$ cat src/rtl/multi_port_reg_file.sv
// Parametrised multi-port register file with post-reset clear sequencer.
// Optional same-cycle write-to-read bypass is enabled by defining REG_FILE_BYPASS_EN.
module multi_port_reg_file #(
    parameter int DATA_WIDTH = 32,
    parameter int REG_NUM    = 32,
    parameter int NUM_RD     = 2,
    parameter int NUM_WR     = 1,
    parameter int ZERO_REG   = 1
) (
    input  logic                           clk,
    input  logic                           rst,
    output logic                           busy,
    input  logic [NUM_RD*$clog2(REG_NUM)-1:0] rdNum,
    output logic [NUM_RD*DATA_WIDTH-1:0]   rdData,
    input  logic [NUM_WR-1:0]              wrEnable,
    input  logic [NUM_WR*$clog2(REG_NUM)-1:0] wrNum,
    input  logic [NUM_WR*DATA_WIDTH-1:0]   wrData,
    output logic                           wrCollision
);

    localparam int AW = $clog2(REG_NUM);
    localparam logic [0:0] CLEAR = 1'b0;
    localparam logic [0:0] READY = 1'b1;
    localparam logic [AW:0] REG_NUM_W = (AW+1)'(REG_NUM);
    localparam logic [AW-1:0] LAST_IDX = AW'(REG_NUM - 1);

    logic [0:0]            state_r;
    logic [AW-1:0]         clrCnt_r;
    logic [DATA_WIDTH-1:0] storage_r [REG_NUM];
    logic                  wrCollision_r;
    logic [NUM_WR-1:0]     wrValid_s;
    logic                  collision_s;
    logic [AW-1:0]         rdIdx_s;
    logic [DATA_WIDTH-1:0] rdVal_s;

    // Register numbers beyond REG_NUM only exist when REG_NUM is not a power of two.
    function automatic logic inRange(input logic [AW-1:0] num);
        return ({1'b0, num} < REG_NUM_W);
    endfunction

    function automatic logic isZeroReg(input logic [AW-1:0] num);
        return (ZERO_REG != 0) && (num == {AW{1'b0}});
    endfunction

    assign busy        = (state_r == CLEAR);
    assign wrCollision = wrCollision_r;

    // Qualify each write port: only READY, out of reset, legal and non-zero target.
    always_comb begin
        wrValid_s = {NUM_WR{1'b0}};
        for (int k = 0; k < NUM_WR; k++) begin
            if (wrEnable[k] && (state_r == READY) && !rst &&
                inRange(wrNum[k*AW +: AW]) && !isZeroReg(wrNum[k*AW +: AW])) begin
                wrValid_s[k] = 1'b1;
            end else begin
                wrValid_s[k] = 1'b0;
            end
        end
    end

    // Detect two enabled ports aiming at the same register (zero register included).
    always_comb begin
        collision_s = 1'b0;
        for (int i = 0; i < NUM_WR; i++) begin
            for (int j = i + 1; j < NUM_WR; j++) begin
                if (wrEnable[i] && wrEnable[j] && (wrNum[i*AW +: AW] == wrNum[j*AW +: AW])) begin
                    collision_s = 1'b1;
                end else begin
                    collision_s = collision_s;
                end
            end
        end
    end

    // Sequencer, storage writes and collision flag.
    always_ff @(posedge clk) begin
        if (rst) begin
            state_r       <= CLEAR;
            clrCnt_r      <= {AW{1'b0}};
            wrCollision_r <= 1'b0;
        end else begin
            wrCollision_r <= collision_s;
            case (state_r)
                CLEAR: begin
                    storage_r[clrCnt_r] <= {DATA_WIDTH{1'b0}};
                    if (clrCnt_r == LAST_IDX) begin
                        state_r <= READY;
                    end else begin
                        clrCnt_r <= clrCnt_r + AW'(1);
                    end
                end
                READY: begin
                    // Later iterations override earlier ones, so the highest port wins.
                    for (int k = 0; k < NUM_WR; k++) begin
                        if (wrValid_s[k]) begin
                            storage_r[wrNum[k*AW +: AW]] <= wrData[k*DATA_WIDTH +: DATA_WIDTH];
                        end
                    end
                end
                default: begin
                    state_r <= CLEAR;
                end
            endcase
        end
    end

    // Combinational read ports with busy / zero-register / range forcing.
    always_comb begin
        rdData  = {(NUM_RD*DATA_WIDTH){1'b0}};
        rdIdx_s = {AW{1'b0}};
        rdVal_s = {DATA_WIDTH{1'b0}};
        for (int j = 0; j < NUM_RD; j++) begin
            rdIdx_s = rdNum[j*AW +: AW];
            rdVal_s = storage_r[rdIdx_s];
`ifdef REG_FILE_BYPASS_EN
            for (int k = 0; k < NUM_WR; k++) begin
                if (wrValid_s[k] && (wrNum[k*AW +: AW] == rdIdx_s)) begin
                    rdVal_s = wrData[k*DATA_WIDTH +: DATA_WIDTH];
                end else begin
                    rdVal_s = rdVal_s;
                end
            end
`endif
            if (busy || !inRange(rdIdx_s) || isZeroReg(rdIdx_s)) begin
                rdData[j*DATA_WIDTH +: DATA_WIDTH] = {DATA_WIDTH{1'b0}};
            end else begin
                rdData[j*DATA_WIDTH +: DATA_WIDTH] = rdVal_s;
            end
        end
    end

endmodule

$ cat config.mk
export PLATFORM = sky130hd
export DESIGN_NAME = multi_port_reg_file
export DESIGN_NICKNAME = d
export VERILOG_FILES = /design/src/rtl/multi_port_reg_file.sv
export SDC_FILE = /design/constraint.sdc
export NUM_CORES = 1
export LEC_CHECK = 0
export ABC_CLOCK_PERIOD_IN_PS = 11700
export CAP_MARGIN = 20
export CORE_MARGIN = 10
export CORE_UTILIZATION = 50
export CTS_BUF_LIST = sky130_fd_sc_hd__clkbuf_4 sky130_fd_sc_hd__clkbuf_8 sky130_fd_sc_hd__clkbuf_16
export DETAILED_ROUTE_END_ITERATION = 10
export GPL_TIMING_DRIVEN = 0
export HOLD_SLACK_MARGIN = 0.05
export PLACE_DENSITY = 0.67
export REMOVE_ABC_BUFFERS = 1
export SETUP_SLACK_MARGIN = 0.15
export SKIP_CTS_REPAIR_TIMING = 1
export SYNTH_ARGS = -nofsm -noshare
export SYNTH_HDL_FRONTEND = slang
export SYNTH_SLANG_ARGS = --single-unit
$ cat constraint.sdc
create_clock -name clk -period 11.7 [get_ports clk]
set_input_delay 2.34 -clock clk [delete_from_list [all_inputs] [get_ports clk]]
set_output_delay 2.34 -clock clk [all_outputs]
set_load 0.02 [all_outputs]
==> results of run 1 <==
## power by group
part	switching, W	total [W]	internal, W
Clock	0.00142	0.00333	0.00192
Combinational	0.000260	0.000443	0.000184
Sequential	0.0000118	0.00403	0.00402
Total	0.00169	0.00781	0.00612
## tightest hold or removal path, delay by kind of cell, from the launching register on
kind               cells  cell delay [ns]
DFF                    1             0.37
AOI/OAI and AO/OA      2             0.16
## flip-flops by register name (all words and copies together) (netlist names)
name and count:
clrCnt_r 5, state_r 1, storage_r 1024
## worst max path at each step
stage,start,end,slack (ns),cells past startpoint
2_1_floorplan,rdNum[4],rdData[10],3.88,4
3_3_place_gp,rdNum[2],rdData[2],-19.17,6
3_5_place_dp,rdNum[5],rdData[47],2.77,9
4_1_cts,rdNum[5],rdData[32],2.76,9
5_1_grt,rdNum[5],rdData[42],2.86,9
6_report,rdNum[5],rdData[48],3.11,9
## area by class of cell
class                   count  area [um^2]
fillers                  6913        39100
clock buffers             138         2960
well taps                1265         1580
diodes                      1         2.50
inverters                   9         33.8
multi-input cells        1629        16600
repair buffers            242         3830
flip-flops and latches   1030        30900
clock inverters            63          488
## cell usage after synthesis (3+ instances only)
master and number:
or3_1 3, dfxtp_1 6, a21oi_1 37, nand2_1 48, nor2b_1 7, nor2_1 46, clkbuf_1 109, buf_4 40
a22oi_1 291, o21ai_0 3, mux2i_1 549, edfxtp_1 1024, a32oi_1 8, and2_1 38, a22o_1 31, buf_6 13
buf_1 4, buf_2 74, inv_1 8, nor3_1 14, nand3_1 148, nor4_1 3, a31oi_1 40, nand4_1 68
mux4_2 238, and3_1 27
## per-layer routing
| metal | vias up | wire length (um) | GRT usage | share of wire |
|---|---|---|---|---|
| li1 | 12400 | - | - | - |
| met2 | 2326 | 70000 | 0.425 | 0.45 |
| met3 | 432 | 18800 | 0.0634 | 0.12 |
| met1 | 16100 | 58600 | 0.381 | 0.38 |
| met5 | - | 14 | 0 | 0.000091 |
| met4 | 2 | 6520 | 0.114 | 0.042 |
## kinds of logic after synthesis
kind of cell	Yosys count
AOI/OAI and AO/OA	422
xor gates and xnor gates	3
adders and majority gates	2
buffers and inverters	249
DFF	1030
muxes	788
other	1
and+or+nand+nor	413
## through the flow
step,hold WS [ns],std cells,area [um^2],setup TNS (ns),worst slack (ns)
floorplan,0.507,2668,47100,0,3.88
detailed placement,0.567,4174,52900,0,2.77
finish,0.581,4377,56400,0,3.11
CTS,0.576,4375,56300,0,2.76
global route,0.610,4376,56400,0,2.86
global placement,0.554,4047,49800,-1312.40,-19.17
==> flow_summary.yaml, run 1 <==
placed_design:
  hpwlAfterDp_um: 99200
  place.gp.congestion: 0.807
  buffer_ports.inserted: 114
clock_tree:
  cts_inserted_buffers: 107
  clockRootBuffer: "clkbuf_16"
  clkLatencyLatePin_ns: 0.68
  cts.sink_count: 1030
  clock_path_buffers: 3
  tritoncts: "yes"
  cts-htree-levels: 3
  clk_pin_slew_ns: 0.06
floorplanning:
  placeable_area_um2: 95400
  die-height_um: 331
  placement_rows: 113
  die_outline_area_um2: 109000
  chip_width_um: 331
  i_o_pin_total: 116
  start_util: 0.506
setup_path:
  crit_top_cell: "buf_16"
  critical_path.max_stage_delay_ns: 0.85
  depth_of_the_worst_register_to_register_path: 8
  critPathCaptureType: "output pin"
  cell_family_with_most_cp_delay: "buffers and inverters"
  cp.required_ns: 9.36
  timing.reg2reg.setup_slack_ns: 7.02
  reg_to_reg_endpoint: "storage_r[15][24]"
  timing.setup.critical_path_class: "in2out"
  crit_path_start_kind: "input pin"
  worst-path-max-fanout: 89
  critPathArrivalTime_ns: 6.25
  critical_path_buffer_and_inverter_count: 5
  slowest_cell_on_the_critical_path: "nor2_1"
  reg2reg_from: "state_r"
  timing.critical_path.cells: "buf_8 > buf_16 > buf_16 > buf_16 > nor2_1 > nor2_1 > a32oi_1 > nand4_1 > clkdlybuf4s50_1"
yosys:
  synth_edf_count: 1024
  synth.cell_area_um2: 48300
  postSynth.topFlopCell: "edfxtp_1"
  adder_cell_area_share_of_the_yosys_netlist: 0.000518
  synth_simple_gate_area_frac: 0.0452
  synth_top_family_by_area: "multiplexers"
  synth_seq_cells: 1030
  yosysUniqueCellTypes: 50
  synth_seq_area_share: 0.639
  area_fraction_in_compound_gates_after_synthesis: 0.0637
  synth_area_leaders: "edfxtp_1 (64%), mux2i_1 (11%), mux4_2 (11%)"
  synth.top_cell.area_share: 0.636
  postSynth.asyncResetShare: 0
  syn-mean-instance-area_um2: 16.6
  synth.yosys.warnings: 0
  syn_inst: 2908
  synth_top_cell_by_area: "edfxtp_1"
  post_synth_mux_area_share: 0.225
  yosys.area_share.xor_xnor: 0.000544
cells_and_area:
  syn_to_final_growth_pct: 16.6
  final_core_utilization: 0.591
  final_cell_mix: "edfxtp_1 (1024), mux2i_1 (549), a22oi_1 (291), mux4_2 (238), nand3_1 (148)"
  final_net_count: 3071
  post_route_cells_drive_above_1_share: 0.198
  layout.cells.most_common: "edfxtp_1"
grt:
  antenna_found_initial: 2
  grtUsageTotal: 0.277
  grt_pass1_wl_um: 219000
  grt_overflow_total: 0
  largest_net_degree_at_the_start_of_global_routing: 92
  via_count_of_the_first_global_routing_pass: 31800
sta:
  relSlewSlack: 0.214
  finalSetupViolations: 0
  worst-slew-pin-transition_ns: 1.18
  max_clock_freq_ghz: 0.116
  hold_viol_final: 0
  rsz0062_at_grt: "no"
  fin_crit_sh: 0.735
  slew_viol_final: 0
  skew_ns: 0.0139
  layout_min_cycle_time_ns: 8.59
drt:
  remaining_drc_errors: 0
  avgViaCountPerCell: 7.14
  antenna_left: 0
  drt_iter0_drc: 4829
  wl_per_cell_um: 35.2
  num_vias: 31300
  total_length_of_routed_wires_um: 154000
  first_pass_iters: 8
worst_hold_path:
  min_delay_path_depth: 2
  min_from: "clrCnt_r[1]"
  hold_path_end: "clrCnt_r[1]"
  hp-class: "reg2reg"
pwr:
  power_w: 0.00781
  static-leakage-power_nw: 17.6
  max-vdd-ir-drop_v: 0.000120
  power.density_cell_area_nw_per_um2: 139
flow_run:
  drv_cap: 0
outcome:
  status: "complete, no violations"
Power figures use the tool's default switching activity.
==> run 2: changes to the inputs <==
--- a/config.mk
+++ b/config.mk
@@ -5,7 +5,7 @@
 export SDC_FILE = /design/constraint.sdc
 export NUM_CORES = 1
 export LEC_CHECK = 0
-export ABC_CLOCK_PERIOD_IN_PS = 11700
+export ABC_CLOCK_PERIOD_IN_PS = 7960
 export CAP_MARGIN = 20
 export CORE_MARGIN = 10
 export CORE_UTILIZATION = 50
==> constraint.sdc (replaced) <==
create_clock -name clk -period 7.96 [get_ports clk]
set_input_delay 1.592 -clock clk [delete_from_list [all_inputs] [get_ports clk]]
set_output_delay 1.592 -clock clk [all_outputs]
set_load 0.02 [all_outputs]
==> results of run 2 <==
Same layout as run 1 (identical final DEF). Status: complete, no violations.
Among the figures that moved: setup slack after placement 2.77 ns -> 0.530 ns; setup slack after layout 3.11 ns -> 0.861 ns; register-to-register setup slack 7.02 ns -> 3.28 ns; total power 0.00781 W -> 0.0115 W; worst IR drop on VDD 0.000120 V -> 0.000176 V
